[config.mk]
export PLATFORM = sky130hd
export DESIGN_NAME = pattern_embed_tx_flat
export DESIGN_NICKNAME = d
export VERILOG_FILES = /design/src/rtl/pattern_embed_tx_pkg.sv /design/src/rtl/pattern_embed_tx_if.sv /design/src/rtl/pattern_embed_tx_insert.sv /design/src/rtl/pattern_embed_tx.sv /design/src/flat_wrapper.sv
export SDC_FILE = /design/constraint.sdc
export NUM_CORES = 1
export LEC_CHECK = 0
export CAP_MARGIN = 20
export CORE_MARGIN = 3
export CORE_UTILIZATION = 48
export DETAILED_ROUTE_END_ITERATION = 10
export GPL_ROUTABILITY_DRIVEN = 0
export PLACE_DENSITY_LB_ADDON = 0.15
export SLEW_MARGIN = 5
export SYNTH_ARGS = -nofsm -noshare
export SYNTH_HDL_FRONTEND = slang
export SYNTH_SLANG_ARGS = --single-unit
[constraint.sdc]
create_clock -name clk -period 1.65 [get_ports clk]
set_input_delay 0.2475 -clock clk [delete_from_list [all_inputs] [get_ports clk]]
set_output_delay 0.2475 -clock clk [all_outputs]
set_load 0.05 [all_outputs]
[src/rtl/pattern_embed_tx_pkg.sv]
// Shared definitions for the pattern embed transmitter and the receive-side matcher.
package pattern_pkg;

    localparam int DATA_W  = 8;
    localparam int PAT_W   = 4;
    localparam int POS_W   = 3;
    localparam int MAX_POS = DATA_W - PAT_W;

    typedef enum logic [1:0] {
        IDLE,
        SEND,
        DONE
    } state_e;

    function automatic logic [DATA_W-1:0] insert(
        input logic [DATA_W-1:0] base,
        input logic [PAT_W-1:0]  pat,
        input logic [POS_W-1:0]  pos
    );
        logic [DATA_W-1:0] field;
        field  = DATA_W'({PAT_W{1'b1}}) << pos;
        insert = (base & ~field) | (DATA_W'(pat) << pos);
    endfunction

endpackage

[src/rtl/pattern_embed_tx_if.sv]
// Request and serial-link signals of the pattern embed transmitter.
interface pattern_embed_tx_if #(
    parameter int DATA_W = pattern_pkg::DATA_W,
    parameter int PAT_W  = pattern_pkg::PAT_W,
    parameter int POS_W  = pattern_pkg::POS_W
);
    logic              in_valid;
    logic              in_ready;
    logic [DATA_W-1:0] base;
    logic [PAT_W-1:0]  pat;
    logic [POS_W-1:0]  pos;
    logic              ser_out;
    logic              ser_valid;
    logic              ser_ready;
    logic              ser_last;
    logic [DATA_W-1:0] word_out;
    logic [POS_W-1:0]  pos_out;
    logic              done;
    logic              err;

    modport slave (
        input  in_valid, base, pat, pos, ser_ready,
        output in_ready, ser_out, ser_valid, ser_last, word_out, pos_out, done, err
    );

    modport master (
        output in_valid, base, pat, pos, ser_ready,
        input  in_ready, ser_out, ser_valid, ser_last, word_out, pos_out, done, err
    );
endinterface

[src/rtl/pattern_embed_tx_insert.sv]
// Combinational composer: overlays the pattern onto the base word and flags illegal offsets.
module pattern_insert #(
    parameter int DATA_W = pattern_pkg::DATA_W,
    parameter int PAT_W  = pattern_pkg::PAT_W,
    parameter int POS_W  = pattern_pkg::POS_W
) (
    input  logic [DATA_W-1:0] base_i,
    input  logic [PAT_W-1:0]  pat_i,
    input  logic [POS_W-1:0]  pos_i,
    output logic [DATA_W-1:0] word_o,
    output logic              pos_ok_o
);
    localparam logic [DATA_W-1:0] FIELD     = DATA_W'({PAT_W{1'b1}});
    localparam logic [POS_W-1:0]  LEGAL_MAX = POS_W'(DATA_W - PAT_W);

    always_comb begin
        word_o   = (base_i & ~(FIELD << pos_i)) | (DATA_W'(pat_i) << pos_i);
        pos_ok_o = (pos_i <= LEGAL_MAX);
    end
endmodule

[src/rtl/pattern_embed_tx.sv]
// Pattern embed transmitter: composes base+pattern and shifts the word out LSB-first.
module pattern_embed_tx #(
    parameter int DATA_W = pattern_pkg::DATA_W,
    parameter int PAT_W  = pattern_pkg::PAT_W,
    parameter int POS_W  = pattern_pkg::POS_W
) (
    input  logic              clk,
    input  logic              rst_n,
    pattern_embed_tx_if.slave bus
);
    import pattern_pkg::*;

    localparam int                CNT_W    = (DATA_W > 1) ? $clog2(DATA_W) : 1;
    localparam logic [CNT_W-1:0]  LAST_CNT = CNT_W'(DATA_W - 1);

    state_e            state_q, state_d;
    logic [DATA_W-1:0] shift_q, shift_d;
    logic [CNT_W-1:0]  cnt_q, cnt_d;
    logic [DATA_W-1:0] word_q, word_d;
    logic [POS_W-1:0]  pos_q, pos_d;
    logic              err_q, err_d;

    logic [DATA_W-1:0] ins_word;
    logic              ins_ok;

    pattern_insert #(
        .DATA_W (DATA_W),
        .PAT_W  (PAT_W),
        .POS_W  (POS_W)
    ) u_insert (
        .base_i   (bus.base),
        .pat_i    (bus.pat),
        .pos_i    (bus.pos),
        .word_o   (ins_word),
        .pos_ok_o (ins_ok)
    );

    always_ff @(posedge clk or negedge rst_n) begin
        if (!rst_n) begin
            state_q <= IDLE;
            shift_q <= '0;
            cnt_q   <= '0;
            word_q  <= '0;
            pos_q   <= '0;
            err_q   <= 1'b0;
        end else begin
            state_q <= state_d;
            shift_q <= shift_d;
            cnt_q   <= cnt_d;
            word_q  <= word_d;
            pos_q   <= pos_d;
            err_q   <= err_d;
        end
    end

    always_comb begin
        state_d = state_q;
        shift_d = shift_q;
        cnt_d   = cnt_q;
        word_d  = word_q;
        pos_d   = pos_q;
        err_d   = 1'b0;
        case (state_q)
            IDLE: begin
                if (bus.in_valid) begin
                    if (ins_ok) begin
                        word_d  = ins_word;
                        pos_d   = bus.pos;
                        shift_d = ins_word;
                        cnt_d   = '0;
                        state_d = SEND;
                    end else begin
                        // Illegal offset: request is consumed, only the error pulse is raised.
                        err_d = 1'b1;
                    end
                end
            end
            SEND: begin
                if (bus.ser_ready) begin
                    shift_d = shift_q >> 1;
                    if (cnt_q == LAST_CNT) begin
                        state_d = DONE;
                    end else begin
                        cnt_d = cnt_q + 1'b1;
                    end
                end
            end
            DONE: begin
                state_d = IDLE;
            end
            default: begin
                state_d = IDLE;
            end
        endcase
    end

    // All link outputs decode registered state, so ser_ready never reaches them combinationally.
    assign bus.in_ready  = (state_q == IDLE);
    assign bus.ser_valid = (state_q == SEND);
    assign bus.ser_out   = shift_q[0];
    assign bus.ser_last  = (state_q == SEND) && (cnt_q == LAST_CNT);
    assign bus.word_out  = word_q;
    assign bus.pos_out   = pos_q;
    assign bus.done      = (state_q == DONE);
    assign bus.err       = err_q;
endmodule

[src/flat_wrapper.sv]
// flat-port wrapper written by rule: the top's interface ports become plain ports
module pattern_embed_tx_flat import pattern_pkg::*;
#(
    parameter int DATA_W = pattern_pkg::DATA_W,
    parameter int PAT_W  = pattern_pkg::PAT_W,
    parameter int POS_W  = pattern_pkg::POS_W
)
  (clk, rst_n, bus_in_valid, bus_base, bus_pat, bus_pos, bus_ser_ready, bus_in_ready, bus_ser_out, bus_ser_valid, bus_ser_last, bus_word_out, bus_pos_out, bus_done, bus_err);
  pattern_embed_tx_if #(.DATA_W(DATA_W), .PAT_W(PAT_W), .POS_W(POS_W)) bus_i ();
  input  logic clk;
  input  logic rst_n;
  input wire logic [$bits(bus_i.in_valid)-1:0] bus_in_valid;
  input wire logic [$bits(bus_i.base)-1:0] bus_base;
  input wire logic [$bits(bus_i.pat)-1:0] bus_pat;
  input wire logic [$bits(bus_i.pos)-1:0] bus_pos;
  input wire logic [$bits(bus_i.ser_ready)-1:0] bus_ser_ready;
  output wire logic [$bits(bus_i.in_ready)-1:0] bus_in_ready;
  output wire logic [$bits(bus_i.ser_out)-1:0] bus_ser_out;
  output wire logic [$bits(bus_i.ser_valid)-1:0] bus_ser_valid;
  output wire logic [$bits(bus_i.ser_last)-1:0] bus_ser_last;
  output wire logic [$bits(bus_i.word_out)-1:0] bus_word_out;
  output wire logic [$bits(bus_i.pos_out)-1:0] bus_pos_out;
  output wire logic [$bits(bus_i.done)-1:0] bus_done;
  output wire logic [$bits(bus_i.err)-1:0] bus_err;
  assign bus_i.in_valid = bus_in_valid;
  assign bus_i.base = bus_base;
  assign bus_i.pat = bus_pat;
  assign bus_i.pos = bus_pos;
  assign bus_i.ser_ready = bus_ser_ready;
  assign bus_in_ready = bus_i.in_ready;
  assign bus_ser_out = bus_i.ser_out;
  assign bus_ser_valid = bus_i.ser_valid;
  assign bus_ser_last = bus_i.ser_last;
  assign bus_word_out = bus_i.word_out;
  assign bus_pos_out = bus_i.pos_out;
  assign bus_done = bus_i.done;
  assign bus_err = bus_i.err;
  pattern_embed_tx #(.DATA_W(DATA_W), .PAT_W(PAT_W), .POS_W(POS_W)) u_core (.clk(clk), .rst_n(rst_n), .bus(bus_i));
endmodule
==> flow_metrics.tcl <==
set metrics [dict create \
    period_share_pct 97.6 \
    grt.overflow.total 0 \
    grt_setup_unrepaired "true" \
    drc 0 \
    num_antenna_cells 0 \
    synthTopCellsByCount "dfrtp_1 (25), nand2_1 (17), nor2_1 (12), mux2i_1 (11)" \
    yosysTopAreaCell "dfrtp_1" \
    setup_viol 0 \
    postRouteAntennaNets 0 \
    multi_input_area_um2 719 \
    syn_inst 137 \
    setup.worst_path.class "reg -> out" \
    grt_pass1_wl_mm 5.35 \
    track_usage_pct 20.3 \
    whs_ns 0.263 \
    post_dp_cell_area_um2 1920 \
    cts_tree "done" \
    die_y_um 60.2 \
    grt_pass1_vias 1173 \
    tightestPinTransition_ns 0.344 \
    path_max_fanout 2 \
    fp.dieArea_um2 3620 \
    grt_antenna_before_repair 0 \
    die_w_um 60.2 \
    cts_inserted_buffers 3 \
    seq_area_um2 627 \
    via_per_inst 5.41 \
    relSlewSlack_pct 77.1 \
    r2r_slack_ns 0.10 \
    crit_start "u_core.cnt_q[0]" \
    yosysUniqueCellTypes 37 \
    io_pins 36 \
    maxCapViolCount 0 \
    synth_edf_count 0 \
    numPortBuffers 35 \
    firstDrtPassIters 4 \
    clockBufferDepth 2 \
    yosysWarnings 0 \
    final_area_um2 2050 \
    endpoint_kind "output pin" \
    core_um2 2780 \
    arrival_ns 1.36 \
    ys.flop_type "dfrtp_1" \
    worstSetupEndpoint "bus_ser_last" \
    drt_iter0_drc 48 \
    ir_drop_mv 1.27 \
    grt_start_max_net_pins 26 \
    ys_seq_elements 25 \
    synth_top_area_share_pct 44.4 \
    clock-sinks 25 \
    drive_gt1_share_pct 35.0 \
    final-max-slew-violation-count 0 \
    syn2layout_area_growth_pct 45.7 \
    synth_area_leaders "dfrtp_1 (44%), mux2i_1 (7.8%), nand2_1 (4.5%)" \
    avgSynthCellArea_um2 10.3 \
    min_path_type "in -> async" \
    wl_per_cell_um 15.3 \
    nets 223 \
    reg2reg_depth 6 \
    reg2reg_to "u_core.cnt_q[0]" \
    status "completed" \
    period_minus_slack_ns 1.61 \
    p_per_area_nw_per_um2 1650 \
    netlist_area_um2 1410 \
    clk_pin_slew_ns 0.14 \
    r2r-start "u_core.state_q[0]" \
    clock_latency_ns 0.32 \
    routed_wl_mm 3.54 \
    clock_skew_ns 0.00386 \
    num_rows 19 \
    yosysMostFrequentCell "dfrtp_1" \
    initial_core_util_pct 50.7 \
    synthesis.nets 159 \
    fill_cells 212 \
    cts_root_buffer "clkbuf_4" \
    cp.required_ns 1.40 \
    yosysSeqAreaShare_pct 44.4 \
    cts_hold_buf 0 \
    critPathLaunchType "flop" \
    p_leak_uw 0.00102 \
    vias 1249 \
    fin_util_pct 73.9 \
    post-dp-hpwl_mm 2.61 \
    report.final.hold_viol_count 0 \
    max_freq_ghz 0.621 \
    htreeDepth 1 \
    async_reset_ff_share_pct 100 \
]
-- cell families after synthesis --
group,Yosys count,synth area share [%]
simple gates,44,15.3
compound gates,35,17.5
flops,25,44.4
buf+inv,15,6.74
mux,15,13.4
fa+ha+maj,3,2.66
-- layout by cell type, fill, tap and decap left out, drive strengths merged --
cell type / instances
a31oi: 2
o21ai: 10
mux2: 1
a22oi: 1
buf: 48
and3: 1
mux2i: 12
clkbuf: 3
a22o: 4
nand2b: 6
o31ai: 1
a211oi: 1
a21o: 4
inv: 8
ha: 3
dfrtp: 25
a221oi: 3
and2: 2
nor2b: 1
a21oi: 8
nand3: 1
nand2: 17
nor2: 12
o32ai: 1
nor3: 3
clkdlybuf4s50: 18
clkinvlp: 1
nor3b: 1
mux4: 2
-- worst min path at each step --
stage / endpoint / depth (start not counted) / start / slack [ns]
floorplan: u_core.bus.err / 0 / rst_n / -0.05
global placement: u_core.shift_q[3] / 1 / u_core.shift_q[3] / 0.45
detailed placement: u_core.shift_q[3] / 1 / u_core.shift_q[3] / 0.46
CTS: u_core.bus.word_out[3] / 2 / rst_n / 0.27
global route: u_core.bus.word_out[3] / 2 / rst_n / 0.28
finish: u_core.shift_q[4] / 2 / rst_n / 0.26
-- registers in the layout (all words and copies together) (netlist names) --
register	count
u_core.state_q	2
u_core.shift_q	8
u_core.bus.pos_out	3
u_core.bus.err	1
u_core.bus.word_out	8
u_core.cnt_q	3
-- per-stage QoR --
stage	std cells	setup TNS (ns)	setup WS [ns]	total power [uW]
2_1_floorplan	137	0	0.0902	2240
3_3_place_gp	218	-4.56	-0.333	2850
3_5_place_dp	218	-5.13	-0.333	2910
4_1_cts	226	0	0.00656	3260
5_1_grt	231	-0.0240	-0.0212	3600
6_report	231	0	0.0388	3380
-- routing by layer --
metal / vias to the layer above / global-route usage (%) / share of wire, %
met3: 5 / 2.81 / 3.9
met4: 0 / 5.70 / 1.0
li1: 611 / - / -
met2: 27 / 35.6 / 52
met1: 606 / 25.7 / 43
met5: - / 0 / 0
-- area by class of cell --
type	instances	share of cell area [%]
clock buffer	3	1.10
sequential	25	30.5
clock inverter	1	0.365
multi-input combinational	97	35.0
tap	31	1.89
inverter	8	1.58
timing repair buffer	66	29.5
-- power by group --
part | switching, uW | internal (uW)
clock network | 192 | 92.7
logic | 1200 | 904
registers | 140 | 857
-- critical path: stages, from the launching register on --
cell,delay (ns)
dfrtp_1,0.41
ha_2,0.20
ha_4,0.16
and2_4,0.14
buf_12,0.14
-- timing repair --
| item | CTS | global route |
|---|---|---|
| gates resized for setup | 5 | 5 |
| endpoints found under the setup margin | 1 | 4 |
| buffers inserted | 4 | 5 |
(Power assumes the default switching activity.)
